## src/rtl/receivereg2_pkg.sv

```systemverilog
// receivereg2_pkg
// Shared CAN receive-buffer definitions: word-select codes for the head-slot
// read port, the register-bus addresses those words live at, the FIFO
// occupancy encodings and the slot layout helpers.
package receivereg2_pkg;

    // Word select codes on cpu_addr
    localparam logic [1:0] RX_W0 = 2'd0;    // bytes 0/1
    localparam logic [1:0] RX_W1 = 2'd1;    // bytes 2/3
    localparam logic [1:0] RX_W2 = 2'd2;    // bytes 4/5
    localparam logic [1:0] RX_W3 = 2'd3;    // bytes 6/7

    // Register-bus addresses of the four receive data words
    localparam logic [7:0] RX_REG_W0 = 8'h0e;
    localparam logic [7:0] RX_REG_W1 = 8'h10;
    localparam logic [7:0] RX_REG_W2 = 8'h12;
    localparam logic [7:0] RX_REG_W3 = 8'h14;

    // Slot layout: {dlc[3:0], data[63:0]}
    localparam int SLOT_W = 68;

    // FIFO occupancy, also the state of the control FSM
    typedef enum logic [1:0] {
        CNT_EMPTY = 2'd0,
        CNT_ONE   = 2'd1,
        CNT_FULL  = 2'd2
    } rx_cnt_e;

    // Select one 16-bit word of a frame; the lower-numbered byte lands in [15:8]
    function automatic logic [15:0] rx_word_sel(input logic [63:0] data,
                                                input logic [1:0]  addr);
        logic [15:0] w;
        case (addr)
            RX_W0:   w = data[63:48];
            RX_W1:   w = data[47:32];
            RX_W2:   w = data[31:16];
            RX_W3:   w = data[15:0];
            default: w = 16'h0000;
        endcase
        return w;
    endfunction

endpackage

```

## src/rtl/receivereg2_slot.sv

```systemverilog
// recbuf_slot
// One 68-bit message slot ({dlc, data}) of the receive FIFO.
// Ports:
//   i_clk  - system clock
//   i_rst  - synchronous clear, active low
//   i_we   - write enable, loads i_d on the rising edge
//   i_d    - slot contents to write
//   o_q    - current slot contents
module recbuf_slot
    import receivereg2_pkg::*;
(
    input  logic              i_clk,
    input  logic              i_rst,
    input  logic              i_we,
    input  logic [SLOT_W-1:0] i_d,
    output logic [SLOT_W-1:0] o_q
);

    logic [SLOT_W-1:0] r_q;

    // Slot storage: cleared by reset, loaded on write enable, otherwise held
    always_ff @(posedge i_clk) begin
        if (!i_rst) begin
            r_q <= {SLOT_W{1'b0}};
        end else if (i_we) begin
            r_q <= i_d;
        end else begin
            r_q <= r_q;
        end
    end

    assign o_q = r_q;

endmodule

```

## src/rtl/receivereg2.sv

```systemverilog
// receivereg2
// CAN receive data buffer: a two-slot FIFO of {dlc, 64-bit data} written by
// the receive MAC and read word-by-word by the CPU.
//
// Build option: RECBUF_OVERWRITE_EN
//   defined   - a store while full (no release) overwrites the newest slot
//   undefined - a store while full is discarded
//   In both builds such a store sets the sticky overrun flag.
//
// Ports (all synchronous to i_clk; "release" is a reserved word in
// SystemVerilog, so every port carries an i_/o_ prefix):
//   i_clk       - system clock
//   i_rst       - synchronous reset, active low
//   i_store     - frame accepted pulse, captures i_data_in / i_dlc_in
//   i_data_in   - frame data, byte0 = [63:56] ... byte7 = [7:0]
//   i_dlc_in    - data length code, stored unmodified
//   i_cpu_addr  - word select within the head slot (RX_W0..RX_W3)
//   i_release   - CPU has read the head slot, free it
//   i_clr_ovr   - clear the overrun flag
//   o_regout    - selected head-slot word, registered
//   o_dlc_out   - head-slot DLC, registered
//   o_rx_valid  - at least one unread frame
//   o_rx_full   - both slots occupied
//   o_overrun   - sticky: a store arrived while full
module receivereg2
    import receivereg2_pkg::*;
(
    input  logic        i_clk,
    input  logic        i_rst,
    input  logic        i_store,
    input  logic [63:0] i_data_in,
    input  logic [3:0]  i_dlc_in,
    input  logic [1:0]  i_cpu_addr,
    input  logic        i_release,
    input  logic        i_clr_ovr,
    output logic [15:0] o_regout,
    output logic [3:0]  o_dlc_out,
    output logic        o_rx_valid,
    output logic        o_rx_full,
    output logic        o_overrun
);

    rx_cnt_e           r_state;
    rx_cnt_e           w_next_state;
    logic              r_wr_ptr;
    logic              r_rd_ptr;
    logic              r_overrun;
    logic [15:0]       r_regout;
    logic [3:0]        r_dlc_out;
    logic              r_rx_valid;
    logic              r_rx_full;

    logic              w_store_acc;   // store that takes a free (or freed) slot
    logic              w_store_ovf;   // store while full with no release
    logic              w_rel_eff;     // release that actually frees a slot
    logic              w_wr_any;
    logic              w_wr_sel;
    logic              w_we0;
    logic              w_we1;
    logic [SLOT_W-1:0] w_slot_d;
    logic [SLOT_W-1:0] w_slot0;
    logic [SLOT_W-1:0] w_slot1;
    logic [SLOT_W-1:0] w_head;

    // Event qualification. A release while full frees the head first, so a
    // simultaneous store is an ordinary accepted store, not an overrun.
    always_comb begin
        w_rel_eff   = i_release && (r_state != CNT_EMPTY);
        w_store_acc = i_store && ((r_state != CNT_FULL) || i_release);
        w_store_ovf = i_store && (r_state == CNT_FULL) && !i_release;
    end

    // Occupancy FSM state register
    always_ff @(posedge i_clk) begin
        if (!i_rst) begin
            r_state <= CNT_EMPTY;
        end else begin
            r_state <= w_next_state;
        end
    end

    // Occupancy next state; an EMPTY-state release is ignored
    always_comb begin
        w_next_state = r_state;
        case (r_state)
            CNT_EMPTY: begin
                if (i_store) begin
                    w_next_state = CNT_ONE;
                end else begin
                    w_next_state = CNT_EMPTY;
                end
            end
            CNT_ONE: begin
                if (i_store && !i_release) begin
                    w_next_state = CNT_FULL;
                end else if (i_release && !i_store) begin
                    w_next_state = CNT_EMPTY;
                end else begin
                    w_next_state = CNT_ONE;
                end
            end
            CNT_FULL: begin
                if (i_release && !i_store) begin
                    w_next_state = CNT_ONE;
                end else begin
                    w_next_state = CNT_FULL;
                end
            end
            default: begin
                w_next_state = CNT_EMPTY;
            end
        endcase
    end

    // Read/write pointers toggle on each effective release/store
    always_ff @(posedge i_clk) begin
        if (!i_rst) begin
            r_wr_ptr <= 1'b0;
            r_rd_ptr <= 1'b0;
        end else begin
            r_wr_ptr <= w_store_acc ? ~r_wr_ptr : r_wr_ptr;
            r_rd_ptr <= w_rel_eff   ? ~r_rd_ptr : r_rd_ptr;
        end
    end

    // Slot write steering. When full with a release, wr_ptr equals rd_ptr, so
    // writing at wr_ptr lands in the slot being freed. An overwriting overrun
    // targets wr_ptr - 1, which for a 1-bit pointer is its complement.
    always_comb begin
        w_wr_any = 1'b0;
        w_wr_sel = r_wr_ptr;
        if (w_store_acc) begin
            w_wr_any = 1'b1;
            w_wr_sel = r_wr_ptr;
`ifdef RECBUF_OVERWRITE_EN
        end else if (w_store_ovf) begin
            w_wr_any = 1'b1;
            w_wr_sel = ~r_wr_ptr;
`endif
        end else begin
            w_wr_any = 1'b0;
            w_wr_sel = r_wr_ptr;
        end
        w_we0    = w_wr_any && !w_wr_sel;
        w_we1    = w_wr_any &&  w_wr_sel;
        w_slot_d = {i_dlc_in, i_data_in};
    end

    recbuf_slot u_slot0 (
        .i_clk (i_clk),
        .i_rst (i_rst),
        .i_we  (w_we0),
        .i_d   (w_slot_d),
        .o_q   (w_slot0)
    );

    recbuf_slot u_slot1 (
        .i_clk (i_clk),
        .i_rst (i_rst),
        .i_we  (w_we1),
        .i_d   (w_slot_d),
        .o_q   (w_slot1)
    );

    assign w_head = r_rd_ptr ? w_slot1 : w_slot0;

    // Sticky overrun; a simultaneous overrunning store beats the clear
    always_ff @(posedge i_clk) begin
        if (!i_rst) begin
            r_overrun <= 1'b0;
        end else if (w_store_ovf) begin
            r_overrun <= 1'b1;
        end else if (i_clr_ovr) begin
            r_overrun <= 1'b0;
        end else begin
            r_overrun <= r_overrun;
        end
    end

    // Status flags follow the occupancy state into the same edge
    always_ff @(posedge i_clk) begin
        if (!i_rst) begin
            r_rx_valid <= 1'b0;
            r_rx_full  <= 1'b0;
        end else begin
            r_rx_valid <= (w_next_state != CNT_EMPTY);
            r_rx_full  <= (w_next_state == CNT_FULL);
        end
    end

    // Read port samples the registered head slot, hence one extra cycle of
    // latency after a store or release compared with the status flags
    always_ff @(posedge i_clk) begin
        if (!i_rst) begin
            r_regout  <= 16'h0000;
            r_dlc_out <= 4'h0;
        end else if (r_state == CNT_EMPTY) begin
            r_regout  <= 16'h0000;
            r_dlc_out <= 4'h0;
        end else begin
            r_regout  <= rx_word_sel(w_head[63:0], i_cpu_addr);
            r_dlc_out <= w_head[67:64];
        end
    end

    assign o_regout   = r_regout;
    assign o_dlc_out  = r_dlc_out;
    assign o_rx_valid = r_rx_valid;
    assign o_rx_full  = r_rx_full;
    assign o_overrun  = r_overrun;

endmodule
```

## config.mk

```make
export PLATFORM = sky130hd
export DESIGN_NAME = receivereg2
export DESIGN_NICKNAME = d
export VERILOG_FILES = /design/src/rtl/receivereg2_pkg.sv /design/src/rtl/receivereg2_slot.sv /design/src/rtl/receivereg2.sv
export SDC_FILE = /design/constraint.sdc
export NUM_CORES = 1
export LEC_CHECK = 0
export CAP_MARGIN = 20
export CORE_MARGIN = 2
export CORE_UTILIZATION = 50
export CTS_CLUSTER_SIZE = 16
export DETAILED_ROUTE_END_ITERATION = 10
export PLACE_DENSITY = 0.74
export SLEW_MARGIN = 40
export SYNTH_ARGS = -nofsm -noshare
export SYNTH_HDL_FRONTEND = slang
export SYNTH_SLANG_ARGS = --single-unit
```

## constraint.sdc

```tcl
create_clock -name i_clk -period 3.3 [get_ports i_clk]
set_input_delay 0.66 -clock i_clk [delete_from_list [all_inputs] [get_ports i_clk]]
set_output_delay 0.66 -clock i_clk [all_outputs]
set_load 0.01 [all_outputs]
```

# Word-level counts from Yosys, hierarchy flattened
# Index checks and enable logic that the tools add are counted.
# totals
register_bits	163
latchBits	0
ramBits	0
mem_bits_ro	0
input_bits	75
out_inout_bits	23
wordCells	48
n_memories	0
# op_classes
n_addsub	0
multipliers	0
div	0
order_cmp	0
eq_ne	7
n_shift	0
mux	10
n_bitwise	3
reduce_logical	18
# op_table
cell	n
68-bit two-way mux	1
16-bit case mux with 4 select lines	1
2-bit equality test, second input constant	4
1-bit logical AND	8
2-bit case mux with 3 select lines	1
2-bit nonzero test	3
1-bit two-way mux	5
2-bit by 1-bit equality test with 1-bit output, second input constant	2
2-bit logical NOT	2
2-bit two-way mux	2
1-bit logical NOT	3
1-bit inverter	3
2-bit inequality test, second input constant	1
2-bit OR reduction	1
1-bit logical OR	1

# Longest topological paths before layout
# logic_depth
depth_word	6
mapped_depth	7
ltp_nobuf	5

# Modules after synthesis
# From an unflattened synthesis, not the netlist that was laid out.
# unflattened
hier_cells	637
area_unflattened_um2	7131.8
# modules_own_cells
module	n_inst	cells_per_inst	area_per_inst_um2	seq_area_each_um2
recbuf_slot	2	219	2587.5	1361.3
receivereg2	1	199	1956.9	540.5

# Worst setup path before layout
# Ideal clock, no wire load.
# synth_timing
kind	input -> register
start	in i_release
end	reg u_slot1.r_q[47] (netlist: u_slot1.o_q[47])
setup_ns	0.120
t_arrival_ns	1.700
t_required_ns	3.180
setup_slack_ns	1.481
stages	6
path_buffers	3
cell_sequence	or3b_1 -> and3_1 -> clkbuf_2 -> buf_6 -> buf_6 -> mux2i_1
# synth_via
elab_chain_cells	4
# synth_rtl
element	line_no	source
from (decl)	receivereg2.sv:34	input logic i_release,
1-bit logical OR	receivereg2.sv:69	w_store_acc = i_store && ((r_state != CNT_FULL) || i_release);
1-bit logical AND	receivereg2.sv:69	
1-bit two-way mux	receivereg2.sv:132	if (w_store_acc) begin
1-bit logical AND	receivereg2.sv:145	w_we1 = w_wr_any && w_wr_sel;
to (signal assigned)	receivereg2_slot.sv:24	r_q <= {SLOT_W{1'b0}};
to (signal assigned)	receivereg2_slot.sv:26	r_q <= i_d;
to (signal assigned)	receivereg2_slot.sv:28	r_q <= r_q;
to (decl)	receivereg2_slot.sv:19	logic [SLOT_W-1:0] r_q;
# Every way passes these cells.
# A chain may end at the register's enable or synchronous reset.

# Final worst setup path
# layout_timing
start	reg r_rd_ptr
end	reg r_regout[12] (netlist: o_regout[12])
# layout_via
elab_chain_cells	2
# layout_rtl
element	line_no	source
from (decl)	receivereg2.sv:46	logic r_rd_ptr;
from (signal assigned)	receivereg2.sv:122	r_rd_ptr <= w_rel_eff ? ~r_rd_ptr : r_rd_ptr;
68-bit two-way mux	receivereg2.sv:165	assign w_head = r_rd_ptr ? w_slot1 : w_slot0;
16-bit case mux with 4 select lines	receivereg2_pkg.sv:33	case (addr)
to (signal assigned)	receivereg2.sv:201	r_regout <= rx_word_sel(w_head[63:0], i_cpu_addr);
to (decl)	receivereg2.sv:48	logic [15:0] r_regout;
# Every way passes these cells.

==> impl_metrics.json <==
{
  "synth-edff-count": 0,
  "yosysSeqAreaShare_pct": 46.9,
  "ir_worst_vdd_v": 0.000400,
  "slew_viol_final": 0,
  "finalPower_w": 0.00462,
  "p_leak_nw": 3.22,
  "yosysWarnings": 0,
  "multi_input_area_um2": 3410,
  "grt_pass1_vias": 5169,
  "whs_ns": 0.456,
  "drt_wl_total_um": 16600,
  "drc": 0,
  "r2r_cells": 4,
  "synthAdderAreaFrac_pct": 0.360,
  "power_density_nw_per_um2": 540,
  "gp_congestion": 0.848,
  "hpwl_um": 11200,
  "drive_gt1_share_pct": 9.13,
  "grt_usage_pct": 22.9,
  "regArea_um2": 3270,
  "num-fill-cells": 1133,
  "p_seq_share_pct": 46.5,
  "ys_seq_elements": 163,
  "required_ns": 3.61,
  "synth.top_cell.area_share_pct": 46.9,
  "combPwrFrac_pct": 11.8,
  "ant_nets": 0,
  "slew_headroom_pct": 44.8,
  "synth_mux_area_share_pct": 29.8,
  "fin_area_um2": 8560,
  "min_path_type": "flop to flop",
  "p_sw_w": 0.00110,
  "cts_tree": "done",
  "synth_top_family_by_area": "multiplexers",
  "clock_path_buffers": 2,
  "die_w_um": 122,
  "pin_count": 98,
  "setup_viol": 0,
  "ys.flop_type": "dfxtp_1",
  "fin_crit_sh_pct": 62.2,
  "antenna_cells": 0,
  "syn_area_um2": 6950,
  "vias": 5275,
  "synthSimpleGateAreaFrac_pct": 12.6,
  "syn_area_per_cell_um2": 9.75,
  "clk_pin_slew_worst_paths_ns": 0.06,
  "start_util_pct": 50.7,
  "portBuffers": 97,
  "holdBufCountCts": 0,
  "htreeDepth": 4,
  "min-delay-start": "u_slot0.o_q[65]",
  "grt_overflow": 0,
  "yosysTopAreaCell": "dfxtp_1",
  "critPathKind": "flop to flop",
  "p_clk_share_pct": 41.7,
  "synth_cell_types": 31,
  "p_int_w": 0.00352,
  "r2r-start": "r_rd_ptr",
  "hold_viol_final": 0,
  "cp.arrival_ns": 2.36,
  "synthCells": 713,
  "worstMarginPinSlew_ns": 0.827,
  "synthArstFlopShare_pct": 0,
  "firstDrtPassIters": 5,
  "clk_latency_ns": 0.42,
  "r2r-end": "o_regout[12]",
  "ctsResizeCount": 0,
  "swShare_pct": 23.9,
  "via_per_inst": 5.44,
  "whs_endpoint": "u_slot0.o_q[65]",
  "finalClockSkew_ns": 0.00668,
  "clock.fmax_mhz": 487,
  "status": "finished clean",
  "end_kind": "flop",
  "cts_root_buf": "clkbuf_16",
  "fp.dieH_um": 122,
  "antenna_found_initial": 0,
  "syn_nets": 790,
  "syn2layout_area_growth_pct": 23.1,
  "routedWlPerCell_um": 17.1,
  "grt_max_degree": 191,
  "row_count": 43,
  "fin_nets": 853,
  "drt_iter0_markers": 409,
  "ff2ff_setup_slack_ns": 1.25,
  "place_area_um2": 7980,
  "rsz0062_at_grt": "false",
  "synthTopCellsByArea": "dfxtp_1 47%, mux2i_1 27%, nand2_1 11%, mux2_2 2.6%, o221a_2 2.6%",
  "cap_violations": 0,
  "crit_fanout": 41,
  "synth_compound_area_share_pct": 5.99,
  "dieArea_um2": 14900,
  "start_kind": "flop",
  "whs_path_depth": 2,
  "cts_setup_buffers": 0,
  "synth_xor_area_share_pct": 0.126,
  "core_um2": 13700,
  "fin_tns_setup_ns": 0,
  "numCtsBuffers": 17,
  "period_needed_ns": 2.05,
  "clkSinkCount": 163,
  "grt_pass1_wl_um": 26000
}
-- state kept, by name, summed over array words and instances, names as in the netlist --
register,cells
r_rd_ptr,1
o_overrun,1
o_rx_valid,1
o_rx_full,1
r_wr_ptr,1
u_slot0.o_q,68
u_slot1.o_q,68
o_regout,16
r_state,2
o_dlc_out,4
-- layout make-up --
class                      count  share of cell area [%]
inverter                       3                   0.132
multi-input combinational    488                    39.8
sequential                   163                    38.2
clock buffer                  23                    5.58
timing repair buffer         103                    12.5
clock inverter                 9                    1.21
tap                          180                    2.63
-- metrics by stage --
stage                     util, %  setup WS, ns  instances
after floorplan                 -          1.48        713
after global placement       58.2         0.934        937
after detailed placement     58.2         0.845        937
after CTS                    62.4          1.26        969
after global routing         62.4          1.20        969
final                        62.4          1.25        969
-- synth_stat cells (2+ instances only) --
master / instances
a21oi_1: 17
and2_1: 2
buf_2: 19
buf_6: 4
clkbuf_1: 33
dfxtp_1: 163
ha_1: 2
inv_1: 3
mux2_2: 16
mux2i_1: 189
nand2_1: 205
nor2_1: 5
nor2b_1: 2
nor3b_1: 2
o21a_1: 2
o21ai_0: 4
o221a_2: 16
o22ai_1: 16
-- logic make-up (layout without fill, tap and decap cells) --
| kind of cell | after synthesis | after routing |
|---|---|---|
| and+or+nand+nor | 223 | 223 |
| muxes | 205 | 205 |
| DFF | 163 | 163 |
| buffers and inverters | 62 | 138 |
| AOI/OAI and AO/OA | 57 | 57 |
| adders and majority gates | 2 | 2 |
| xor gates and xnor gates | 1 | 1 |
-- power groups by stage --
stage          Sequential [W]  Combinational (W)  Clock (W)
5_1_grt               0.00216           0.000585    0.00204
4_1_cts               0.00215           0.000548    0.00196
2_1_floorplan         0.00216           0.000364          0
3_3_place_gp          0.00218           0.000534          0
3_5_place_dp          0.00219           0.000545          0
6_report              0.00215           0.000546    0.00193
-- layer usage --
layer,global-route usage (%),routed length (µm),vias to the layer above
met5,0,0,-
met2,37.3,7870,140
li1,-,-,2563
met4,11.4,552,0
met1,29.3,7430,2537
met3,4.21,712,35
-- how the worst max path moves through the flow --
| stage | startpoint | endpoint | slack [ns] | cells past startpoint |
|---|---|---|---|---|
| after floorplan | i_release | u_slot1.o_q[47] | 1.48 | 6 |
| after global placement | i_store | u_slot0.o_q[1] | 0.93 | 5 |
| after detailed placement | i_store | u_slot0.o_q[30] | 0.84 | 5 |
| after CTS | r_rd_ptr | o_regout[12] | 1.26 | 4 |
| after global routing | i_store | u_slot0.o_q[40] | 1.20 | 5 |
| final | r_rd_ptr | o_regout[12] | 1.25 | 4 |
-- worst max-delay path, stage by stage (launching register included) --
cell and delay (ns):
dfxtp_4 0.84, buf_12 0.31, mux2i_1 0.33, a21oi_1 0.16, o221a_2 0.28
-- cells in the final DEF (no fill, tap or decap), drive strengths merged --
cell / netlist / routed
nand2: 205 / 205
mux2i: 189 / 189
dfxtp: 163 / 163
clkdlybuf4s50: 0 / 96
clkbuf: 34 / 23
a21oi: 17 / 17
o22ai: 16 / 16
mux2: 16 / 16
o221a: 16 / 16
buf: 25 / 7
nor2: 5 / 5
clkinv: 0 / 5
o21ai: 4 / 4
inv: 3 / 3
nor3b: 2 / 2
o21a: 2 / 2
and2: 2 / 2
nor2b: 2 / 2
ha: 2 / 2
bufinv: 0 / 2
clkinvlp: 0 / 2
nor3: 1 / 1
nand2b: 1 / 1
or2: 1 / 1
or3b: 1 / 1
and3: 1 / 1
nand3b: 1 / 1
and3b: 1 / 1
a21boi: 1 / 1
xnor2: 1 / 1
o31a: 1 / 1
No activity file was read; power rests on OpenSTA's default activity.
